**src/rtl/pipe_register.sv**
```systemverilog
// pipe_register: STAGES-deep valid/ready pipeline register with bubble collapsing,
// synchronous flush and occupancy count. Define PIPE_REGISTER_SKID_EN for a registered-in_ready skid entry.
module pipe_register #(
   parameter int WIDTH  = 32,
   parameter int STAGES = 2,
   parameter int CNT_W  = $clog2(STAGES + 2)
) (
   input  logic             clk,
   input  logic             rst_n,
   input  logic             flush,
   input  logic             in_valid,
   output logic             in_ready,
   input  logic [WIDTH-1:0] in_data,
   output logic             out_valid,
   input  logic             out_ready,
   output logic [WIDTH-1:0] out_data,
   output logic [CNT_W-1:0] occupancy
);

   logic [STAGES-1:0]            r_v;
   logic [STAGES-1:0][WIDTH-1:0] r_d;
   logic [STAGES-1:0]            w_acc;
   logic                         w_in_xfer;
   logic                         w_s0_v;
   logic [WIDTH-1:0]             w_s0_d;

   function automatic logic [CNT_W-1:0] f_popcount(input logic [STAGES-1:0] v,
                                                   input logic            extra);
      logic [CNT_W-1:0] cnt;
      cnt = CNT_W'(extra);
      for (int i = 0; i < STAGES; i++) begin
         cnt = cnt + CNT_W'(v[i]);
      end
      return cnt;
   endfunction

   // A stage may load when it is empty or when everything downstream of it moves on.
   always_comb begin
      logic w_down;
      w_down = out_ready;
      w_acc  = '0;
      for (int i = STAGES - 1; i >= 0; i--) begin
         w_down   = w_down | ~r_v[i];
         w_acc[i] = w_down;
      end
   end

`ifdef PIPE_REGISTER_SKID_EN
   logic             r_sv;
   logic [WIDTH-1:0] r_sd;

   assign in_ready  = ~flush & ~r_sv;
   assign w_in_xfer = in_valid & in_ready;
   // A parked skid entry is older than anything arriving, so it always wins stage 0.
   assign w_s0_v    = r_sv | w_in_xfer;
   assign w_s0_d    = r_sv ? r_sd : in_data;
   assign occupancy = f_popcount(r_v, r_sv);

   always_ff @(posedge clk or negedge rst_n) begin
      if (!rst_n) begin
         r_sv <= 1'b0;
         r_sd <= '0;
      end else if (flush) begin
         r_sv <= 1'b0;
      end else if (r_sv) begin
         if (w_acc[0]) r_sv <= 1'b0;
      end else if (w_in_xfer && !w_acc[0]) begin
         r_sv <= 1'b1;
         r_sd <= in_data;
      end
   end
`else
   assign in_ready  = ~flush & w_acc[0];
   assign w_in_xfer = in_valid & in_ready;
   assign w_s0_v    = w_in_xfer;
   assign w_s0_d    = in_data;
   assign occupancy = f_popcount(r_v, 1'b0);
`endif

   // Stage registers: each stage takes its upstream neighbour whenever its advance term is set.
   always_ff @(posedge clk or negedge rst_n) begin
      if (!rst_n) begin
         r_v <= '0;
         r_d <= '0;
      end else if (flush) begin
         r_v <= '0;
      end else begin
         if (w_acc[0]) begin
            r_v[0] <= w_s0_v;
            r_d[0] <= w_s0_d;
         end
         for (int i = 1; i < STAGES; i++) begin
            if (w_acc[i]) begin
               r_v[i] <= r_v[i-1];
               r_d[i] <= r_d[i-1];
            end
         end
      end
   end

   assign out_valid = r_v[STAGES-1] & ~flush;
   assign out_data  = r_d[STAGES-1];

endmodule
```
**config.mk**
```make
export PLATFORM = sky130hd
export DESIGN_NAME = pipe_register
export DESIGN_NICKNAME = d
export VERILOG_FILES = /design/src/rtl/pipe_register.sv
export SDC_FILE = /design/constraint.sdc
export NUM_CORES = 1
export LEC_CHECK = 0
export CAP_MARGIN = 20
export CELL_PAD_IN_SITES_DETAIL_PLACEMENT = 0
export CELL_PAD_IN_SITES_GLOBAL_PLACEMENT = 2
export CORE_ASPECT_RATIO = 0.7
export CORE_MARGIN = 2
export CORE_UTILIZATION = 40
export CTS_BUF_LIST = sky130_fd_sc_hd__clkbuf_4
export CTS_CLUSTER_SIZE = 25
export DETAILED_ROUTE_END_ITERATION = 7
export DONT_BUFFER_PORTS = 1
export GPL_ROUTABILITY_DRIVEN = 0
export GPL_TIMING_DRIVEN = 0
export MAX_ROUTING_LAYER = met4
export PLACE_DENSITY_LB_ADDON = 0.1
export SKIP_LAST_GASP = 1
export SYNTH_ARGS = -nofsm -noshare
export SYNTH_HDL_FRONTEND = slang
export SYNTH_SLANG_ARGS = --single-unit
```
**constraint.sdc**
```tcl
create_clock -name clk -period 1.32 [get_ports clk]
set_input_delay 0.198 -clock clk [delete_from_list [all_inputs] [get_ports clk]]
set_output_delay 0.198 -clock clk [all_outputs]
set_load 0.03 [all_outputs]
```
==> After elaboration in Yosys (flattened, before gate mapping) <==
Cells that the tools add are included.
{ "totals": {"ff_bits": 66, "input_bits": 37, "out_inout_bits": 36, "elab_cells": 20} }
{ "op_classes": {"add_sub_neg": 1, "n_mux": 3, "n_bitwise": 8, "reduce_logical": 4} }
{ "ops": {"columns": ["op", "count"], "rows": [
  ["$reduce_and 2->1", 2],
  ["$reduce_bool 2->1", 2],
  ["$and 1x1->1", 3],
  ["$not 1->1", 3],
  ["$add 1x1->2", 1],
  ["$mux 1", 2],
  ["$mux 2", 1],
  ["$or 1x1->1", 2]
]} }

==> Longest topological paths before layout <==
{ "logic_depth": {"word_depth": 7, "ltp_mapped": 4} }

==> Worst setup path after synthesis <==
OpenSTA, ideal clock, no wires.
{ "synth_path": {"kind": "flip-flop to flip-flop", "start": "register r_v[0]", "end": "register r_d[10] in the netlist's numbering", "t_arrival_ps": 1284, "t_required_ps": 1195, "setup_slack_ps": -89, "stages_incl_launch_ff": 5, "path_buffers": 1, "cell_sequence": "dfrtp_1 > and3b_2 > nor2_4 > buf_6 > mux2_2"} }
{ "synth_via": {"elab_chain_len": 3} }
{ "synth_rtl": {"columns": ["item", "line", "text"], "rows": [
  ["start: declaration", "20", "logic [STAGES-1:0] r_v;"],
  ["start signal: assignment", "89", "r_v[0] <= w_s0_v;"],
  ["start signal: indexed assignment", "94", "r_v[i] <= r_v[i-1];"],
  ["$not 1->1", "43", "w_down = w_down | ~r_v[i];"],
  ["$or 1x1->1", "43", null],
  ["$reduce_and 2->1 (no line)", null, null],
  ["end signal: indexed assignment", "95", "r_d[i] <= r_d[i-1];"],
  ["end: declaration", "21", "logic [STAGES-1:0][WIDTH-1:0] r_d;"]
]} }
Every way passes these cells.
A chain may end at the register's enable or synchronous reset.

==> Worst setup path after layout <==
{ "layout_path": {"start": "register r_v[1]", "end": "register r_d[21] in the netlist's numbering"} }
{ "layout_via": {"elab_chain_len": 4} }
{ "layout_rtl": {"columns": ["item", "line"], "rows": [
  ["$not 1->1", "43"],
  ["$or 1x1->1 (2 in a row)", "43"],
  ["$reduce_and 2->1 (no line)", null]
]} }
Every way passes these cells.

==> Implementation_results.wiki <==
{| class="wikitable"
! Metric !! Value
|-
| Count of fill cells added during filler insertion || 556
|-
| Share of the synthesized area in the top cell type || 0.598
|-
| Clock Sink Count || 66
|-
| Setup_tns || -11,980 ps
|-
| Number of diodes added for antenna fixing || 0
|-
| Place WS || -253 ps
|-
| Row count || 25
|-
| Yosys warns || 0
|-
| Clock insertion delay at the later pin of the skew report || 390 ps
|-
| Total die area || 0.00760 mm^2
|-
| Antenna violations before repair || 0
|-
| Setup violation total in the final timing report || 68
|-
| Layout area overhead || 34.7%
|-
| Post-detailed-route count of antenna-violating nets || 0
|-
| CTS Hold Bufs || 34
|-
| Number of vias per cell || 4.44
|-
| I/O pin total || 73
|-
| Maximum buffer depth of the clock tree || 2
|-
| Number of storage elements in the synthesis netlist || 66
|-
| Leakage Power || 0.00174 uW
|-
| Starting density of the core || 0.411
|-
| Seq/Total Area, Yosys || 0.598
|-
| Type of origin of the critical path || register
|-
| Signal arrival time at the worst endpoint || 1860 ps
|-
| DRT Pass-1 Iters || 4
|-
| Total wire length after detailed routing || 5240 um
|-
| Die height || 73.5 um
|-
| Top area cells in the synthesized netlist || sky130_fd_sc_hd__dfrtp_1 (60%), sky130_fd_sc_hd__mux2_2 (25%), sky130_fd_sc_hd__buf_4 (8.7%), sky130_fd_sc_hd__buf_6 (1.6%), sky130_fd_sc_hd__clkbuf_8 (1.0%)
|-
| FMAX || 0.631 GHz
|-
| Total number of vias || 1,501
|-
| Grt ovf || 0
|-
| Transition at the pin with the smallest max-transition slack || 355 ps
|-
| Initial drt markers || 43
|-
| Cell area after technology mapping || 0.00276 mm^2
|-
| CP Max Fanout || 10
|-
| Clk slew on worst S/H paths || 110 ps
|-
| Post-route setup slack || -265 ps
|-
| Tightest Hold Check Type || input port to async pin
|-
| Classification of the worst setup path || register to register
|-
| H-tree levels || 3
|-
| Fin crit period || 1580 ps
|-
| DRC violation count after routing || 0
|-
| Required time of the critical path || 1600 ps
|-
| Syn_nets || 216
|-
| Setup crit end kind || register
|-
| Hold violation count in the final report || 66
|-
| Min Hold Slack || -510 ps
|-
| Worst-path cell with the longest stage delay || sky130_fd_sc_hd__dfrtp_1
|-
| Share of cells above drive strength 1 || 0.566
|-
| P per Cell Area || 1310 mW/mm^2
|-
| Violated checks || negative hold slack, negative setup slack
|-
| Floorplan core area || 0.00673 mm^2
|-
| Worst clock skew || 6.01 ps
|-
| CTS tree || done
|-
| Number of distinct library cells after synthesis || 13
|-
| Global-route wire length before repair || 8460 um
|-
| Maximum number of pins on one net before global-route repair || 67
|-
| Max-slew violation total from the final report || 0
|-
| Number of clock buffers inserted by TritonCTS || 9
|-
| DIE WIDTH || 103 um
|-
| Average routed wire per standard cell || 15.5 um
|-
| Worst-case vdd ir drop || 0.549 mV
|-
| Setup repair after global routing missed its margin || yes
|-
| Critical Path Max Stage Delay || 420 ps
|-
| Count of port buffers added during placement || 0
|-
| Total track usage || 0.158
|-
| Per-instance average area after synthesis || 15.5 um^2
|-
| Library cell occupying the most area in the post-synthesis netlist || sky130_fd_sc_hd__dfrtp_1
|-
| Number of nets in the layout || 277
|-
| Count of maximum capacitance violations || 0
|-
| Series of cell instances along the critical path || and3b_2, nor2_4, buf_4, clkbuf_16, mux2_2
|-
| Outcome || complete, but fails checks
|-
| Number of standard cells after synthesis || 178
|-
| Worst rel slew slack || 0.762
|-
| Clk root buf || sky130_fd_sc_hd__clkbuf_4
|-
| DP HPWL || 3220 um
|-
| Vias in the first global route || 1,620
|-
| Share of the clock period used by the worst path || 1.20
|}
-- critical path, delay by kind of cell (launching register included) --
| kind | cells | cell delay, ps |
|---|---|---|
| buffers and inverters | 2 | 330 |
| multiplexers | 1 | 330 |
| flip-flops | 1 | 420 |
| AND/OR/NAND/NOR | 2 | 390 |
-- per-stage QoR --
stage          hold slack, ps  instance area (um^2)  power, uW   util  instances
2_1_floorplan           -97.6                  2890       3520      -        178
3_3_place_gp            -96.3                  3010       3620  0.447        272
3_5_place_dp            -96.8                  3010       3650  0.447        272
4_1_cts                  -550                  3780       5000  0.562        339
5_1_grt                  -582                  3720       5170  0.554        338
6_report                 -510                  3720       4890  0.554        338
-- cells by family after synthesis --
kind of cell / count (synthesis) / share of synthesized area
flops: 66 / 0.598
buf+inv: 38 / 0.113
simple gates: 9 / 0.0226
fa+ha+maj: 1 / 0.00453
mux: 64 / 0.262
-- where the power goes --
group	switching, uW	internal, uW
logic	611	734
registers	162	2300
clock network	693	392
total	1470	3420
-- sequential cells by signal (all words and copies together), names as in the netlist --
name      count
out_data     32
r_d          32
r_v           2
-- worst paths after layout --
path	slack [ps]	to	cells past startpoint	startpoint
setup reg to reg	-260	r_d[21]	5	r_v[1]
setup / recovery	-260	r_d[21]	5	r_v[1]
min in group clk	220	r_d[5]	3	flush
max in group asynchronous	1730	out_data[2]	0	rst_n
hold / removal	-510	out_data[30]	0	rst_n
hold reg to reg	510	out_data[30]	1	r_d[30]
-- metal layers --
metal	global-route usage	vias to the layer above	part of all wire
li1	-	701	-
met1	0.196	748	0.45
met2	0.237	45	0.48
met3	0.0657	7	0.052
met4	0.0482	0	0.011
met5	-	-	0
-- cell usage in the layout, fill, tap and decap left out --
master and count:
sky130_fd_sc_hd__and2b_2 1, sky130_fd_sc_hd__and3b_2 1, sky130_fd_sc_hd__buf_12 4, sky130_fd_sc_hd__buf_16 2
sky130_fd_sc_hd__buf_4 39, sky130_fd_sc_hd__buf_6 3, sky130_fd_sc_hd__buf_8 4, sky130_fd_sc_hd__clkbuf_16 2
sky130_fd_sc_hd__clkbuf_4 10, sky130_fd_sc_hd__clkinv_1 1, sky130_fd_sc_hd__clkinv_2 3, sky130_fd_sc_hd__clkinvlp_4 2
sky130_fd_sc_hd__dfrtp_1 66, sky130_fd_sc_hd__dlygate4sd3_1 34, sky130_fd_sc_hd__ha_1 1, sky130_fd_sc_hd__mux2_2 28
sky130_fd_sc_hd__mux2_4 36, sky130_fd_sc_hd__nor2_1 4, sky130_fd_sc_hd__nor2_4 2, sky130_fd_sc_hd__nor2b_2 1
-- final cells by class --
cell class	instances	area, um^2	share of cell area
buffer	36	330	0.0887
clock buffer	10	75.1	0.0202
sequential	66	1650	0.444
clock inverter	6	33.8	0.00907
tap	94	118	0.0316
multi-input combinational	74	933	0.251
timing repair buffer	52	582	0.156
-- cell usage after synthesis --
master,count
sky130_fd_sc_hd__and3b_2,1
sky130_fd_sc_hd__nor2_1,4
sky130_fd_sc_hd__buf_4,32
sky130_fd_sc_hd__and2b_2,1
sky130_fd_sc_hd__ha_1,1
sky130_fd_sc_hd__mux2_4,1
sky130_fd_sc_hd__buf_6,4
sky130_fd_sc_hd__nor2_4,2
sky130_fd_sc_hd__nor2b_1,1
sky130_fd_sc_hd__mux2_2,61
sky130_fd_sc_hd__mux2_1,2
sky130_fd_sc_hd__dfrtp_1,66
sky130_fd_sc_hd__clkbuf_8,2
-- timing repair --
action | CTS | global route
gates cloned | 4 | 0
resized for setup | 22 | 5
endpoints found under the hold margin | 100 | 66
pin swaps | 2 | 2
setup buffers | 13 | 3
endpoints found under the setup margin | 68 | 68
(Power assumes the default switching activity.)
